`config.mk`:
```
export PLATFORM = sky130hd
export DESIGN_NAME = puf_spi_engine
export DESIGN_NICKNAME = d
export VERILOG_FILES = /design/src/rtl/puf_spi_engine.sv
export SDC_FILE = /design/constraint.sdc
export NUM_CORES = 1
export LEC_CHECK = 0
export CAP_MARGIN = 20
export CORE_AREA = 4 4 248 177
export CTS_BUF_LIST = sky130_fd_sc_hd__clkbuf_4
export CTS_CLUSTER_DIAMETER = 60
export DETAILED_ROUTE_END_ITERATION = 10
export DIE_AREA = 0 0 252 181
export PLACE_DENSITY_LB_ADDON = 0.1
export RECOVER_POWER = 25
export SLEW_MARGIN = 5
export SYNTH_ARGS = -nofsm -noshare
export SYNTH_HDL_FRONTEND = slang
export SYNTH_SLANG_ARGS = --single-unit
```
`constraint.sdc`:
```
create_clock -name clk -period 25.9 [get_ports clk]
set_input_delay 5.18 -clock clk [delete_from_list [all_inputs] [get_ports clk]]
set_output_delay 5.18 -clock clk [all_outputs]
set_load 0.01 [all_outputs]
```
`src/rtl/puf_spi_engine.sv`:
```
// Challenge/response engine: fetches a challenge byte over SPI, expands it with an LFSR-based
// PUF model, checks the response popcount against a window and reports pass/fail over SPI.
module puf_spi_engine #(
    parameter int unsigned CLKS_PER_HALF_BIT = 2,
    parameter int unsigned RESP_W            = 256,
    parameter int unsigned POP_MIN           = 96,
    parameter int unsigned POP_MAX           = 160,
    parameter logic [7:0]  REQ_BYTE          = 8'h01,
    parameter logic [7:0]  PASS_BYTE         = 8'h55,
    parameter logic [7:0]  FAIL_BYTE         = 8'hAA
) (
    input  logic              clk,
    input  logic              reset,
    input  logic              start,
    input  logic              spi_miso,
    output logic              spi_sclk,
    output logic              spi_mosi,
    output logic              spi_cs_n,
    output logic              busy,
    output logic              done,
    output logic              pass,
    output logic [7:0]        challenge,
    output logic [RESP_W-1:0] response
);

    localparam int unsigned CNT_W  = $clog2(CLKS_PER_HALF_BIT + 1);
    localparam int unsigned STEP_W = $clog2(RESP_W + 1);
    localparam int unsigned ONES_W = $clog2(RESP_W + 1);

    localparam logic [CNT_W-1:0]  HALF_LAST = CNT_W'(CLKS_PER_HALF_BIT - 1);
    localparam logic [STEP_W-1:0] STEP_LAST = STEP_W'(RESP_W - 1);
    localparam logic [31:0]       LFSR_TAPS = 32'h80200003;

    localparam logic [2:0] ST_IDLE   = 3'd0;
    localparam logic [2:0] ST_CHALL  = 3'd1;
    localparam logic [2:0] ST_EVAL   = 3'd2;
    localparam logic [2:0] ST_REPORT = 3'd3;
    localparam logic [2:0] ST_DONE   = 3'd4;

    localparam logic [2:0] SP_IDLE  = 3'd0;
    localparam logic [2:0] SP_SETUP = 3'd1;
    localparam logic [2:0] SP_BITS  = 3'd2;
    localparam logic [2:0] SP_HOLD  = 3'd3;
    localparam logic [2:0] SP_GAP   = 3'd4;

    logic [2:0]        state;
    logic [2:0]        sp_phase;
    logic [CNT_W-1:0]  half_cnt;
    logic [2:0]        bit_cnt;
    logic [7:0]        tx_sh;
    logic [7:0]        rx_sh;
    logic              byte_go;
    logic [7:0]        byte_tx;
    logic              byte_done;

    logic [31:0]       lfsr;
    logic [31:0]       lfsr_next;
    logic [STEP_W-1:0] step;
    logic [ONES_W-1:0] ones;
    logic [ONES_W-1:0] ones_final;
    logic [31:0]       ones_ext;
    logic              pass_next;

    // NOTE: every always_comb output gets a value on every path so no latch is inferred.
    always_comb begin
        lfsr_next  = {1'b0, lfsr[31:1]} ^ (lfsr[0] ? LFSR_TAPS : 32'h0);
        ones_final = ones + ONES_W'(lfsr_next[0]);
        ones_ext   = 32'(ones_final);
        pass_next  = (ones_ext >= POP_MIN) && (ones_ext <= POP_MAX);
    end

    // SPI byte engine, mode 0: setup half period, 8 SCLK periods, hold, then a cs_n-high gap.
    // NOTE: sequential state uses non-blocking assignments only, so every flop samples pre-edge values.
    always_ff @(posedge clk or posedge reset) begin
        if (reset) begin
            sp_phase  <= SP_IDLE;
            half_cnt  <= '0;
            bit_cnt   <= '0;
            tx_sh     <= '0;
            rx_sh     <= '0;
            spi_sclk  <= 1'b0;
            spi_mosi  <= 1'b0;
            spi_cs_n  <= 1'b1;
            byte_done <= 1'b0;
        end else begin
            byte_done <= 1'b0;
            case (sp_phase)
                SP_IDLE: begin
                    if (byte_go) begin
                        spi_cs_n <= 1'b0;
                        spi_mosi <= byte_tx[7];
                        tx_sh    <= byte_tx;
                        half_cnt <= '0;
                        bit_cnt  <= '0;
                        sp_phase <= SP_SETUP;
                    end
                end
                SP_SETUP: begin
                    if (half_cnt == HALF_LAST) begin
                        half_cnt <= '0;
                        spi_sclk <= 1'b1;
                        rx_sh    <= {rx_sh[6:0], spi_miso};
                        sp_phase <= SP_BITS;
                    end else begin
                        half_cnt <= half_cnt + 1'b1;
                    end
                end
                SP_BITS: begin
                    if (half_cnt == HALF_LAST) begin
                        half_cnt <= '0;
                        if (spi_sclk) begin
                            spi_sclk <= 1'b0;
                            if (bit_cnt == 3'd7) begin
                                sp_phase <= SP_HOLD;
                            end else begin
                                bit_cnt  <= bit_cnt + 1'b1;
                                spi_mosi <= tx_sh[6];
                                tx_sh    <= {tx_sh[6:0], 1'b0};
                            end
                        end else begin
                            spi_sclk <= 1'b1;
                            rx_sh    <= {rx_sh[6:0], spi_miso};
                        end
                    end else begin
                        half_cnt <= half_cnt + 1'b1;
                    end
                end
                SP_HOLD: begin
                    if (half_cnt == HALF_LAST) begin
                        half_cnt <= '0;
                        spi_cs_n <= 1'b1;
                        spi_mosi <= 1'b0;
                        sp_phase <= SP_GAP;
                    end else begin
                        half_cnt <= half_cnt + 1'b1;
                    end
                end
                SP_GAP: begin
                    if (half_cnt == HALF_LAST) begin
                        half_cnt  <= '0;
                        byte_done <= 1'b1;
                        sp_phase  <= SP_IDLE;
                    end else begin
                        half_cnt <= half_cnt + 1'b1;
                    end
                end
                default: sp_phase <= SP_IDLE;
            endcase
        end
    end

    // Transaction sequencer; response shifts in MSB first so step k lands at bit RESP_W-1-k.
    // NOTE: the response register is a flop bank, not a RAM, so it takes the reset like any other state.
    always_ff @(posedge clk or posedge reset) begin
        if (reset) begin
            state     <= ST_IDLE;
            busy      <= 1'b0;
            done      <= 1'b0;
            pass      <= 1'b0;
            challenge <= '0;
            response  <= '0;
            lfsr      <= '0;
            step      <= '0;
            ones      <= '0;
            byte_go   <= 1'b0;
            byte_tx   <= '0;
        end else begin
            byte_go <= 1'b0;
            case (state)
                ST_IDLE: begin
                    done <= 1'b0;
                    if (start) begin
                        busy    <= 1'b1;
                        byte_go <= 1'b1;
                        byte_tx <= REQ_BYTE;
                        state   <= ST_CHALL;
                    end
                end
                ST_CHALL: begin
                    if (byte_done) begin
                        challenge <= rx_sh;
                        lfsr      <= {rx_sh, ~rx_sh, rx_sh, 8'hA5};
                        step      <= '0;
                        ones      <= '0;
                        state     <= ST_EVAL;
                    end
                end
                ST_EVAL: begin
                    lfsr     <= lfsr_next;
                    response <= {response[RESP_W-2:0], lfsr_next[0]};
                    ones     <= ones_final;
                    if (step == STEP_LAST) begin
                        pass    <= pass_next;
                        byte_go <= 1'b1;
                        byte_tx <= pass_next ? PASS_BYTE : FAIL_BYTE;
                        state   <= ST_REPORT;
                    end else begin
                        step <= step + 1'b1;
                    end
                end
                ST_REPORT: begin
                    if (byte_done) begin
                        done  <= 1'b1;
                        busy  <= 1'b0;
                        state <= ST_DONE;
                    end
                end
                ST_DONE: begin
                    done  <= 1'b0;
                    state <= ST_IDLE;
                end
                default: begin
                    done  <= 1'b0;
                    busy  <= 1'b0;
                    state <= ST_IDLE;
                end
            endcase
        end
    end

endmodule

```
# [Yosys cells after proc, flatten, opt, wreduce, memory -nomap -nowiden]
# Index checks and enable logic that the tools add are counted.
[classes] bitwise=4 n_lt_le_gt_ge=2 muxes=63 n_eq_ne=25 reduce_logical=28 n_addsub=4
[op_table] op="2-to-1 mux 32 bit" n=2
[op_table] op="one-hot mux 32 bit (2 select lines)" n=1
[op_table] op="2-to-1 mux 8 bit" n=6
[op_table] op="2-to-1 mux 3 bit" n=15
[op_table] op="one-hot mux 9 bit (2 select lines)" n=2
[op_table] op="one-hot mux 8 bit (2 select lines)" n=2
[op_table] op="XOR 31 x 32 -> 32 bit" n=1
[op_table] op="2-to-1 mux 7 bit" n=4
[op_table] op="inequality test 2 bit, second input constant" n=14
[op_table] op="2-to-1 mux 9 bit" n=2
[op_table] op="2-to-1 mux 1 bit" n=16
[op_table] op="one-hot mux 3 bit (5 select lines)" n=1
[op_table] op="AND reduction 3 bit" n=5
[op_table] op="one-hot mux 7 bit (2 select lines)" n=1
[op_table] op="equality test 3 x 2 -> 1 bit, second input constant" n=4
[op_table] op="one-hot mux 3 bit (4 select lines)" n=1
[op_table] op="nonzero test 2 bit" n=6
[op_table] op="AND reduction 2 bit" n=5
[op_table] op="adder 9 x 1 -> 9 bit" n=1
[op_table] op="adder 9 x 1 -> 9 bit, second input constant" n=1
[op_table] op="equality test 3 bit, second input constant" n=3
[op_table] op="equality test 9 x 8 -> 1 bit, second input constant" n=1
[op_table] op="greater-or-equal comparator 9 x 7 -> 1 bit, second input constant" n=1
[op_table] op="<= comparator 9 x 8 -> 1 bit, second input constant" n=1
[op_table] op="21 further kinds" n=30
[totals] regBits=356 in_bits=4 output_inout_bits=270 wordCells=146

# [Depth between registers and ports, before layout]
[logic_depth] ltp_word=8 depth_mapped=10 ltp_nobuf=9

# [Least setup slack after synthesis]
# Ideal clock, no wire load.
[synth_path] kind="input to register" from="input port start" to="register byte_tx[0]" setup_ns=0.123 t_required_ns=25.777 n_path_buf=0 setup_slack_ns=20.052 path_stages=4 arrival_time_ns=5.726 cell_sequence="mux2i_1 nand2b_1 inv_1 o221a_2"
[synth_via] elab_chain_len=2
[synth_lines] element="from (decl)" line_no="14" source="input logic start,"
[synth_lines] element="inequality test 2 bit (no line)"
[synth_lines] element="AND reduction 3 bit (no line)"
[synth_lines] element="to (signal assigned)" line_no="195" source="byte_tx <= pass_next ? PASS_BYTE : FAIL_BYTE;"
[synth_lines] element="to (decl)" line_no="53" source="logic [7:0] byte_tx;"
# Every way passes these cells.
# A chain may end at the register's enable or synchronous reset.

# [Worst setup path in the final report]
[layout_path] from="register state[2]" to="register lfsr[0]"
[layout_via] elab_chain_len=3 elab_cells_between_ends=6 cone_classes="eq/ne: 3; mux: 1; reduce/logical: 2"
[layout_lines] element="from (decl)" line_no="46" source="logic [2:0] state;"
[layout_lines] element="from (signal assigned)" line_no="156" source="state <= ST_IDLE;"
[layout_lines] element="from (signal assigned)" line_no="176" source="state <= ST_CHALL;"
[layout_lines] element="from (signal assigned)" line_no="185" source="state <= ST_EVAL;"
[layout_lines] element="equality test 3 x 1 -> 1 bit / equality test 3 x 2 -> 1 bit (equally long branches)" line_no="169" source="case (state)"
[layout_lines] element="inequality test 2 bit (no line) / nonzero test 2 bit (equally long branches)"
[layout_lines] element="AND reduction 2 bit (no line)"
[layout_lines] element="to (signal assigned)" line_no="182" source="lfsr <= {rx_sh, ~rx_sh, rx_sh, 8'hA5};"
[layout_lines] element="to (signal assigned)" line_no="189" source="lfsr <= lfsr_next;"
[layout_lines] element="to (decl)" line_no="56" source="logic [31:0] lfsr;"
# Several ways; a longest one is shown, not always the timed one.

==> impl_results.md <==
- Multi-input gate area: 4730 um2
- Final-report hold violation count: 0
- Sequential share of the synthesized area: 0.629
- Slowest stage delay, CP: 3.31 ns
- Vias/cell: roughly 4.5
- FFs w/ async S/R, synth: 1.00
- Synth Area in Adders: 0.00537
- Final min period: 9.03 ns
- CTS buffer count: ~90
- Core area: roughly 42,000 um2
- Most used cell, CP: clkbuf_1
- Placed wire-length estimate: roughly 22 mm
- Synth Area in Compound Gates: 0.0561
- Row count: between 60 and 70
- Clk sinks: around 350
- Final wirelength: between 30 and 40 mm
- Type of the worst min-delay path: reg -> reg
- Final Skew: around 0.035 ns
- Fmax: approximately 0.11 GHz
- # DRC: 0
- WL per Instance: between 10 and 15 um
- LEAKAGE: 9.41 nW
- Crit end category: flop
- Most frequent cell after synthesis: nand2_1
- Clk root buf: clkbuf_4
- Syn-to-layout area delta: 30.6%
- Gpl congestion: approximately 0.73
- Dominant synthesized flop cell: dfrtp_1
- Post CTS Setup Buffer Count: 0
- Post_cts resized: 0
- Setup TNS: 0 ns
- CP Cell Sequence: nor2_1 -> and2_0 -> clkbuf_1 -> clkbuf_1 -> buf_16 -> and3_1 -> o21ai_0
- Maximum VDD drop: 0.0301 mV
- Initial core utilization: 0.334
- Post-synthesis mux area share: 0.00869
- Synth Cell Area: approximately 14,000 um2
- CP Max Fanout: 98
- Gr ovfl total: 0
- I/O pin count: between 200 and 300
- Register Area: 8780 um2
- Share of the synthesized area in the top cell type: 0.627
- Worst Setup Path Type: reg -> reg
- RSZ-0062 raised after global routing: false
- Critical path's slowest cell: and2_0
- Post-layout net count: roughly 1,800
- Inst Count DP: 2,281
- PwrDens: around 57 nW/um2
- Synth warnings: 0
- Initial antenna violation count: 1
- Number of synthesized register bits: roughly 350
- Buffer and inverter count on the worst path: 3
- Routed Antenna Nets: 0
- Post-synthesis simple-gate area fraction: 0.262
- DIE AREA: ~46,000 um2
- Post-Syn Nets: ~1,500
- CTS clk-pin slew, worst paths: 0.06 ns
- EDFF count, synth: 0
- Number of standard cells after synthesis: 1,533
- Final Instance Count excl. Fillers: around 2,400
- Die Y: between 150 and 200 um
- Vias: roughly 11,000
- DR pass1 iterations: 4
- CTS tree: yes
- Syn_area_per_cell: 9.11 um2
- Top Family by Delay on Critical Path: buffers and inverters
- Crit share post-route: 0.349
- PortBufs: between 200 and 300
- Worst-Margin Slew: between 4 and 5 ns
- Count of different cell masters after synthesis: 60
- Layout cells sized above 1: 0.0882
- Critical path data arrival time: roughly 9.6 ns
- Largest net degree at the start of global routing: 170
- Final Max Tran Viols: between 200 and 300
- Clk buf depth: 3
- XOR/XNOR share of the synthesized area: 0.00815
- Die Span X: roughly 250 um
- Hold_buf cts: 0
- Synth area leader: dfrtp_1
- Initial drt markers: 762
- Failing checks: max-capacitance violations, max-slew violations
- Largest cells by area after synthesis: dfrtp_1 63%, nand2_1 23%, buf_2 1.6%, o21ai_0 1.6%, a31oi_1 1.1%
- Gr usage total: 0.157
- Hold WS: 0.465 ns
- CP required: roughly 26 ns
- Commonest cells in the netlist: 844 x nand2_1, 350 x dfrtp_1, 46 x buf_2
- Relative slew slack: -2.09
- Type of origin of the critical path: flop
- Vias in the first global route: about 11,000
- H-Tree Depth: 3
- Max-Cap Viols: 3
- Endpoints failing setup: 0
- Fillers: ~4,200
- Largest family of logic cells by synthesized area: simple AND/OR/NAND/NOR gates
- Run status: finished, violations left
- Global-route wire length before repair: between 50 and 60 mm
- Clk_lat worst skew: 0.74 ns
==> sequential cells by signal (all words and copies together) (netlist names) <==
name and cells:
bit_cnt 3, busy 1, byte_done 1, byte_go 1, byte_tx 3, challenge 8, done 1, half_cnt 2
lfsr 32, ones 9, pass 1, response 256, rx_sh 8, sp_phase 3, spi_cs_n 1, spi_mosi 1
spi_sclk 1, state 3, step 9, tx_sh 7
==> per-stage QoR <==
step / util / total power [W] / setup slack (ns) / area [um2]
after global placement: 0.409 / 0.000571 / 18.53 / 17100
after CTS: 0.436 / 0.00107 / 18.79 / 18200
final: 0.437 / 0.00104 / 16.87 / 18200
after global routing: 0.437 / 0.00110 / 15.92 / 18200
after floorplan: - / 0.000567 / 10.99 / 14000
after detailed placement: 0.409 / 0.000571 / 18.55 / 17100
==> metal layers <==
layer  GRT usage  vias to the layer above  share of wire  wire, um
met3      0.0662                       57          0.082      2970
met4      0.0516                        0          0.021       754
li1            -                     5470              -         -
met1       0.219                     5247           0.47     17000
met5           0                        -              0         0
met2       0.222                      254           0.42     15300
==> area by class of cell <==
| type | count | share of cell area |
|---|---|---|
| Antenna cell | 2 | 0.000274 |
| Clock buffer | 136 | 0.0560 |
| Clock inverter | 16 | 0.00686 |
| Inverter | 7 | 0.00185 |
| Multi-Input combinational cell | 1090 | 0.259 |
| Sequential cell | 351 | 0.482 |
| Tap cell | 552 | 0.0379 |
| Timing Repair Buffer | 283 | 0.156 |
==> placed cells by master (no fill, tap or decap), drive strengths merged, types with 5 or more instances in the layout <==
| master | Yosys | final |
|---|---|---|
| a211oi | 5 | 5 |
| a21oi | 16 | 16 |
| a22o | 6 | 6 |
| a31oi | 25 | 25 |
| and3 | 5 | 5 |
| buf | 53 | 7 |
| clkbuf | 32 | 139 |
| clkdlybuf4s50 | 0 | 273 |
| clkinv | 0 | 11 |
| dfrtp | 350 | 350 |
| ha | 6 | 6 |
| inv | 7 | 8 |
| mux2 | 9 | 9 |
| nand2 | 845 | 845 |
| nand2b | 7 | 7 |
| nand3 | 10 | 10 |
| nor2 | 42 | 42 |
| nor2b | 6 | 6 |
| o21ai | 47 | 47 |
| xnor2 | 7 | 7 |
| xor2 | 6 | 6 |
==> logic make-up after synthesis <==
kind of cell             count (synthesis)
AND/OR/NAND/NOR                        935
adder cells (fa/ha/maj)                  6
buffers and inverters                   92
multiplexers                            11
XOR/XNOR                                13
flip-flops                             351
AO/OA/AOI/OAI                          125
==> final timing paths <==
kind,start,endpoint,slack [ns],cells after the start
setup reg to reg,state[2]$_DFFE_PP0P_,lfsr[0]$_DFFE_PP0P_,16.87,7
hold reg to reg,lfsr[17]$_DFFE_PP0P_,lfsr[16]$_DFFE_PP0P_,0.47,2
min in group asynchronous,reset,response[77]$_DFFE_PP0P_,4.97,2
max in group asynchronous,reset,response[230]$_DFFE_PP0P_,19.39,3
setup / recovery,state[2]$_DFFE_PP0P_,lfsr[0]$_DFFE_PP0P_,16.87,7
hold / removal,lfsr[17]$_DFFE_PP0P_,lfsr[16]$_DFFE_PP0P_,0.47,2
==> power breakdown <==
| group | leakage [nW] | total, W | internal (W) | switching [W] |
|---|---|---|---|---|
| registers | 4.88 | 0.000548 | 0.000548 | 0.0000000556 |
| logic | 3.85 | 0.0000117 | 0.000000958 | 0.0000107 |
| clock network | 0.678 | 0.000483 | 0.000258 | 0.000226 |
| total | 9.41 | 0.00104 | 0.000807 | 0.000237 |
==> worst min-delay path: cells and delay by family, from the launching register on <==
kind,cells,cell delay (ns)
AOI/OAI and AO/OA,1,0.06
DFF,1,0.33
and+or+nand+nor,1,0.05
No activity file was read; power rests on OpenSTA's default activity.
